`src/rtl/pry2oht_tree.sv`:
```
// Priority-to-one-hot converter: keeps only the highest-priority set bit of pry and flags any-set.
// Latency: 1 core clock; a new pry is accepted every cycle, output register only.
// Backpressure: none; free-running, no handshake.
//
// Ports:
//   clk    in   1      clock, rising edge
//   rst_n  in   1      asynchronous active-low reset (release synchronous to clk)
//   pry    in   WIDTH  priority request vector
//   oht    out  WIDTH  registered one-hot of the highest-priority set bit of pry
//   vld    out  1      registered |pry
//
// The tree is built bottom-up: level l combines groups of SPLIT**l bits in
// SPLIT-wide clusters. The result is the same as the top-down recursion. Each
// cluster runs the base cell over its children's valid flags. It then masks the
// losing children's one-hot slices to zero. The MSB direction reuses the LSB
// tree by reversing the bit order on both sides.
module pry2oht_tree #(
    parameter int WIDTH          = 32,
    parameter int SPLIT          = 2,
    parameter int IMPLEMENTATION = 0,
    parameter     DIRECTION      = "LSB"
) (
    input  logic             clk,
    input  logic             rst_n,
    input  logic [WIDTH-1:0] pry,
    output logic [WIDTH-1:0] oht,
    output logic             vld
);

    // Number of tree levels k with WIDTH == SPLIT**k; -1 when no such k exists.
    function automatic int calc_levels(input int w, input int s);
        int n;
        int lv;
        n  = w;
        lv = 0;
        if (s < 2) begin
            return -1;
        end
        while (n > 1 && (n % s) == 0) begin
            n  = n / s;
            lv = lv + 1;
        end
        return (n == 1) ? lv : -1;
    endfunction

    localparam int LEVELS    = calc_levels(WIDTH, SPLIT);
    localparam int LV        = (LEVELS < 1) ? 1 : LEVELS;
    localparam bit MSB_FIRST = (DIRECTION == "MSB");

    if (LEVELS < 1) begin : g_bad_geom
        $error("pry2oht_tree: WIDTH (%0d) must equal SPLIT (%0d) ** k with k >= 1 and SPLIT >= 2",
               WIDTH, SPLIT);
    end
    if (DIRECTION != "LSB" && DIRECTION != "MSB") begin : g_bad_dir
        $error("pry2oht_tree: DIRECTION must be \"LSB\" or \"MSB\"");
    end

    // Base cell; bit 0 has the highest priority.
    // Both forms AND each request with "nothing of higher priority is set". Once
    // a 1 is found, every lower-priority result is forced to 0 regardless of
    // that bit's value. This keeps X/Z in losing bits from reaching the outputs.
    function automatic logic [SPLIT-1:0] base_cell(input logic [SPLIT-1:0] p);
        logic [SPLIT-1:0] r;
        logic             seen;
        logic             hi;
        r    = '0;
        seen = 1'b0;
        hi   = 1'b0;
        if (IMPLEMENTATION == 0) begin
            // ripple chain from the priority end
            for (int i = 0; i < SPLIT; i++) begin
                r[i] = p[i] & ~seen;
                seen = seen | p[i];
            end
        end else begin
            // independent mask per bit: OR of all higher-priority requests
            for (int i = 0; i < SPLIT; i++) begin
                hi = 1'b0;
                for (int j = 0; j < i; j++) begin
                    hi = hi | p[j];
                end
                r[i] = p[i] & ~hi;
            end
        end
        return r;
    endfunction

    logic [WIDTH-1:0] p_lsb;
    logic [WIDTH-1:0] oht_lsb;
    logic [WIDTH-1:0] oht_d;
    logic             vld_d;
    logic [WIDTH-1:0] oht_q;
    logic             vld_q;

    // Normalise to "bit 0 wins" so that one tree serves both directions.
    for (genvar b = 0; b < WIDTH; b++) begin : g_dir
        if (MSB_FIRST) begin : g_rev
            assign p_lsb[b] = pry[WIDTH-1-b];
            assign oht_d[b] = oht_lsb[WIDTH-1-b];
        end else begin : g_fwd
            assign p_lsb[b] = pry[b];
            assign oht_d[b] = oht_lsb[b];
        end
    end

    for (genvar l = 0; l < LV; l++) begin : g_lvl
        localparam int G  = SPLIT ** l;           // bits per child at this level
        localparam int NG = WIDTH / (G * SPLIT);  // clusters at this level

        logic [WIDTH-1:0]      oht_in;
        logic [NG*SPLIT-1:0]   v_in;
        logic [WIDTH-1:0]      oht_l;
        logic [NG-1:0]         v_l;

        // At the leaves every bit is its own child: one-hot and valid are the request itself.
        if (l == 0) begin : g_first
            assign oht_in = p_lsb;
            assign v_in   = p_lsb;
        end else begin : g_next
            assign oht_in = g_lvl[l-1].oht_l;
            assign v_in   = g_lvl[l-1].v_l;
        end

        for (genvar g = 0; g < NG; g++) begin : g_grp
            logic [SPLIT-1:0] sub;
            logic [SPLIT-1:0] sel;

            assign sub    = v_in[g*SPLIT +: SPLIT];
            assign sel    = base_cell(sub);
            assign v_l[g] = |sub;

            for (genvar j = 0; j < SPLIT; j++) begin : g_child
                assign oht_l[(g*SPLIT+j)*G +: G] = oht_in[(g*SPLIT+j)*G +: G] & {G{sel[j]}};
            end
        end
    end

    assign oht_lsb = g_lvl[LV-1].oht_l;
    assign vld_d   = g_lvl[LV-1].v_l[0];

    always_ff @(posedge clk or negedge rst_n) begin
        if (!rst_n) begin
            oht_q <= '0;
            vld_q <= 1'b0;
        end else begin
            oht_q <= oht_d;
            vld_q <= vld_d;
        end
    end

    assign oht = oht_q;
    assign vld = vld_q;

endmodule

```
`config.mk`:
```
export PLATFORM = sky130hd
export DESIGN_NAME = pry2oht_tree
export DESIGN_NICKNAME = d
export VERILOG_FILES = /design/src/rtl/pry2oht_tree.sv
export SDC_FILE = /design/constraint.sdc
export NUM_CORES = 1
export LEC_CHECK = 0
export CAP_MARGIN = 20
export CORE_MARGIN = 2
export CORE_UTILIZATION = 25
export DETAILED_ROUTE_END_ITERATION = 10
export SLEW_MARGIN = 20
export SYNTH_ARGS = -nofsm -noshare
export SYNTH_HDL_FRONTEND = slang
export SYNTH_SLANG_ARGS = --single-unit
```
`constraint.sdc`:
```
create_clock -name clk -period 1.1 [get_ports clk]
set_clock_uncertainty 0.15 [all_clocks]
set_input_delay 0.22 -clock clk [delete_from_list [all_inputs] [get_ports clk]]
set_output_delay 0.22 -clock clk [all_outputs]
set_load 0.1 [all_outputs]
```
==> summary.txt, run 1 <==
status = finished with violations
violations in the final reports = setup timing
Post-route DRC = 0
area leader, netlist = dfrtp_1
CP max stage delay = 0.52 ns
pre-CTS worst setup slack = -1.43 ns
count of antenna diodes in the layout = 0
per-cell via count in the routed design = 4.31
global router's overall resource usage = 0.147
PnR worst setup slack = -0.777 ns
Synth area leaders = dfrtp_1 (66%), nor4_1 (4.0%), nor4b_1 (3.5%)
startpoint type of the worst setup path = input port
library cell used as clock root buffer = clkbuf_8
filler cell count in the final layout = 363
Most common cell on crit path = or4_4
I/O pin cnt = 67
post-CTS clock slew at the launch and capture registers of the worst setup and hold paths = 0.06 ns
total clock buffers created by CTS = 5
Max Fanout on Critical Path = 7
family of cells with the greatest summed delay on the critical path = simple AND/OR/NAND/NOR gates
Final Hold Viols = 0
post-layout power = 0.00256 W
DIE WIDTH = 74.8 um
# setup viols final = 62
area of the die = 5600 um2
CTS tree = yes
class of the most critical setup path = input port to flop
worst-case headroom to the max-slew limit = 0.685
via count = 1,167
cell with the biggest individual delay on the critical path = or4_4
gate count of the mapped netlist = 96
number of violations reported at the end of detailed-routing iteration 0 = 19
fraction of final layout cells sized beyond drive strength 1 = 0.721
number of max-cap violations = 0
most common cell in the synthesized netlist = dfrtp_1
initial antenna violation count = 0
dominant register cell in the synthesized netlist = dfrtp_1
unrepaired setup endpoints after global routing = true
clock buffer depth = 2
Hold-fix buffers, CTS = 0
largest net degree at the start of global routing = 34
final max-slew violation count = 0
Achievable Freq = 0.533 GHz
final global-route overflow total = 0
final worst-path cycle share = 1.71
Net Count, Synth = 130
core area = 4790 um2
area delta synth->final = 136%
final-stage net count = 238
# rows = 25
Leak = 1.28 nW
final critical-path required period = 1.88 ns
H-tree depth = 2
worst path arrival time = 1.94 ns
post-synth cell types = 26
count of yosys warnings during synthesis = 0
number of global-route vias before repair = 1,315
total non-filler cell area in the finished layout = 2950 um2
share of flip-flops with an asynchronous set or reset = 1.00
worst path buffer plus inverter count = 1
area share of the largest cell type after synthesis = 0.659
power density over cell area = 867 nW/um2
wire length of the first global-routing pass = 5990 um
DRT Pass-1 Iters = 4
worst ir drop on vdd = 0.708 mV
cells along the critical path = buf_6, or4_4, or4_4, nor4_4, and4b_1
number of flops mapped to enable cells by yosys = 0
initial core utilization = 0.262
top cells by count, synth = dfrtp_1 (33), nor2_1 (8), nor4_1 (8)
Post-Route WL = 3860 um
WL per Instance = 14.2 um
global placer's final weighted congestion = 0.747
actual slew at the worst max-slew pin = 0.473 ns
Num Clock Sinks = 33
Synth Register Bits = 33
Critical Path End Type = flop
height of the chip = 74.8 um
number of port buffers = 66
required time reported for the critical path endpoint = 1.17 ns
Post-Synthesis Cell Area = 1250 um2
antenna-violating nets left = 0
worst min-delay path category = input port to flop
Placed Area = 2600 um2
DP Wirelength = 2750 um
proportion of synthesized chip area in sequential cells = 0.659
Avg Cell Area, Syn = 13.1 um2
-- cell type report --
type | count | area [um2] | share of cell area
multi-input cells | 60 | 634 | 0.215
repair buffers | 102 | 1280 | 0.432
well taps | 67 | 83.8 | 0.0284
flip-flops and latches | 33 | 866 | 0.293
clock buffers | 7 | 86.3 | 0.0292
inverters | 2 | 7.51 | 0.00254
-- per-layer routing --
layer,GRT usage,up-vias,share of wire
li1,-,567,-
met1,0.159,548,0.36
met2,0.248,45,0.53
met3,0.0683,7,0.091
met4,0.0675,0,0.018
met5,0,-,0
-- layout by cell type, fill, tap and decap left out, types with 5 or more instances in the layout --
cell and count:
and3_1 5, nor4_4 6, dlygate4sd2_1 5, buf_4 30, dfrtp_2 32, buf_6 8, nor2_1 6, clkbuf_8 6
clkdlybuf4s50_1 18, buf_12 34
-- power breakdown --
part	switching, W	internal (W)	total (W)	leakage, nW
Combinational	0.000203	0.000217	0.000420	0.832
Clock	0.000417	0.000496	0.000913	0.0443
Sequential	0.00000633	0.00122	0.00123	0.401
Total	0.000626	0.00193	0.00256	1.28
-- worst paths after layout --
check,from,end,slack [ns],depth (start not counted)
setup / recovery,pry[3],oht[29],-0.78,5
hold / removal,pry[3],oht[3],0.04,2
max in group asynchronous,rst_n,oht[18],0.47,2
min in group asynchronous,rst_n,oht[13],0.14,2
-- sequential cells by signal (all words and copies together), names as in the netlist --
signal / count
vld: 1
oht: 32
-- per-stage QoR --
step	util	setup TNS [ns]	hold slack, ns	std cells
final	0.617	-21.76	0.0377	271
after global routing	0.617	-24.03	0.0441	271
after global placement	0.542	-35.15	0.456	258
after floorplan	-	-19.18	-0.226	96
after detailed placement	0.542	-35.44	0.459	258
after CTS	0.592	-20.64	0.0172	269
-- what timing repair did --
item / in CTS / in global routing
gates resized for setup: 67 / 17
buffers inserted: 4 / 2
pin swaps: 13 / 7
setup endpoints to repair: 62 / 62
-- logic make-up (layout without fill, tap and decap cells) --
family                 Yosys count  in the layout  synth area share
and+or+nand+nor                 60             60             0.327
DFF                             33             33             0.659
buffers and inverters            3            111            0.0140
No activity file was read; power rests on OpenSTA's default activity.
==> run 2, diff against run 1 <==
- MAX_ROUTING_LAYER: default -> met4
==> run 2 against run 1 <==
Compared with the run above: the run still ends with setup timing left; final cell count stayed put; critical path depth stayed put; wire length is 0.41% higher; utilization stayed put; sequential share of layout area stayed put; global-route usage is 0.46 points higher; highest routed layer unchanged; hold slack better by 0.0046 ns; clock power hardly changed; non-clock buffer count stayed put; cell area stayed put; count of clock-buffer cells in the layout stayed put; setup slack worse by 0.0026 ns.
==> summary.txt, run 2 (synthesis results as in run 1) <==
status = finished with violations
violations in the final reports = setup timing
initial core utilization = 0.262 (unchanged)
largest net degree at the start of global routing = 34 (unchanged)
met1 demand-to-capacity share in global routing = 0.161 (+0.00256)
number of global-route vias before repair = 1,310 (-0.38%)
number of port buffers = 66 (unchanged)
startpoint type of the worst setup path = input port
GRT Max-Usage Layer = met2
Leak = 1.28 nW (unchanged)
count of antenna diodes in the layout = 0 (unchanged)
Post-Route WL = 3880 um (+0.41%)
power density over cell area = 867 nW/um2 (about the same)
per-cell via count in the routed design = 4.33 (+0.51%)
Hold Worst Slack = 0.0422 ns (+0.00455 ns)
core occupancy in the finished layout = 0.617 (unchanged)
setup TNS after final layout = -21.74 ns (+0.0206 ns)
height of the chip = 74.8 um (unchanged)
worst ir drop on vdd = 0.696 mV (-1.6%)
initial antenna violation count = 0 (unchanged)
max FFs per register = 32 (unchanged)
area of the die = 5600 um2 (unchanged)
required time reported for the critical path endpoint = 1.16 ns (about the same)
PnR worst setup slack = -0.780 ns (-0.00258 ns)
worst path arrival time = 1.94 ns (about the same)
Placed Area = 2600 um2 (unchanged)
Achievable Freq = 0.532 GHz (-0.14%)
worst-case headroom to the max-slew limit = 0.685 (about the same)
final-stage net count = 238 (unchanged)
# setup viols final = 62 (unchanged)
antenna-violating nets left = 0 (unchanged)
final max-slew violation count = 0 (unchanged)
DIE WIDTH = 74.8 um (unchanged)
wire length of the first global-routing pass = 5990 um (unchanged)
# rows = 25 (unchanged)
worst path buffer plus inverter count = 1 (unchanged)
unrepaired setup endpoints after global routing = true
Post-route DRC = 0 (unchanged)
library cell used as clock root buffer = clkbuf_8
total clock buffers created by CTS = 5 (unchanged)
final worst-path cycle share = 1.71 (+0.00235)
fraction of final layout cells sized beyond drive strength 1 = 0.721 (unchanged)
H-tree depth = 2 (unchanged)
Critical Path End Type = flop
top library cells by usage in the layout, fill and taps aside = buf_12 (34), dfrtp_2 (32), buf_4 (30)
family of cells with the greatest summed delay on the critical path = simple AND/OR/NAND/NOR gates
post-layout power = 0.00256 W (about the same)
worst min-delay path category = input port to flop
Final Hold Viols = 0 (unchanged)
via count = 1,173 (+0.51%)
core area = 4790 um2 (unchanged)
WL per Instance = 14.3 um (+0.41%)
area delta synth->final = 136% (unchanged)
class of the most critical setup path = input port to flop
number of max-cap violations = 0 (unchanged)
critical hold path startpoint = pry[3]
DP Wirelength = 2750 um (unchanged)
leading cell type in the layout, fill and taps excluded = buf_12
filler cell count in the final layout = 363 (unchanged)
cells along the critical path = buf_6, or4_4, or4_4, nor4_4, and4b_1
I/O pin cnt = 67 (unchanged)
global placer's final weighted congestion = 0.756 (+1.3%)
post-CTS clock slew at the launch and capture registers of the worst setup and hold paths = 0.06 ns (about the same)
number of violations reported at the end of detailed-routing iteration 0 = 19 (unchanged)
Num Clock Sinks = 33 (unchanged)
Critical Path Start = pry[3]
final global-route overflow total = 0 (unchanged)
global router's overall resource usage = 0.152 (+0.00463)
CTS tree = yes
CP max stage delay = 0.52 ns (about the same)
cell with the biggest individual delay on the critical path = or4_4
GR Layer Usage met3 = 0.0656 (-0.00268)
Most common cell on crit path = or4_4
final critical-path required period = 1.88 ns (+0.00258 ns)
DRT Pass-1 Iters = 4 (unchanged)
Max Fanout on Critical Path = 7 (unchanged)
total non-filler cell area in the finished layout = 2950 um2 (unchanged)
actual slew at the worst max-slew pin = 0.473 ns (+0.0000221 ns)
met2 capacity usage during global routing = 0.247 (-0.000983)
clock buffer depth = 2 (unchanged)
run 2: per-layer routing:
metal	vias to the layer above	wire, um
li1	568	-
met1	555	1410
met2	45	2080
met3	5	324
met4	0	58
met5	-	0
run 2: timing repair:
| action | in CTS | in global routing |
|---|---|---|
| resized for setup | 67 | 17 |
| pin swaps | 13 | 7 |
| buffers inserted | 4 | 2 |
| gates cloned | 0 | 0 |
| hold buffers | 0 | 0 |
| endpoints found under the setup margin | 62 | 62 |
run 2: layout make-up:
| class | count | area, um2 | share of cell area |
|---|---|---|---|
| Inverter | 2 | 7.51 | 0.00254 |
| Timing Repair Buffer | 102 | 1280 | 0.432 |
| Tap cell | 67 | 83.8 | 0.0284 |
| Multi-Input combinational cell | 60 | 634 | 0.215 |
| Clock buffer | 7 | 86.3 | 0.0292 |
| Sequential cell | 33 | 866 | 0.293 |
run 2: final timing paths:
check | end | slack, ns | cells after the start
min in group asynchronous | oht[13] | 0.14 | 2
worst max-delay path | oht[29] | -0.78 | 5
worst min-delay path | oht[3] | 0.04 | 2
max in group asynchronous | oht[17] | 0.46 | 2
run 2: where the power goes:
part	total [W]	internal, W	switching (W)
clock	0.000913	0.000496	0.000417
combinational	0.000420	0.000217	0.000204
sequential	0.00123	0.00122	0.00000634
run 2: stage by stage:
step / cells / setup slack, ns
final: 271 / -0.780
after global placement: 258 / -1.39
after global routing: 271 / -0.858
after CTS: 269 / -0.820
after detailed placement: 258 / -1.43
after floorplan: 96 / -0.898
==> run 3, diff against run 2 <==
- ABC_CLOCK_PERIOD_IN_PS: default -> 1100
==> results of run 3 <==
Same layout as run 2: the final DEF is identical, and so are final timing and power.
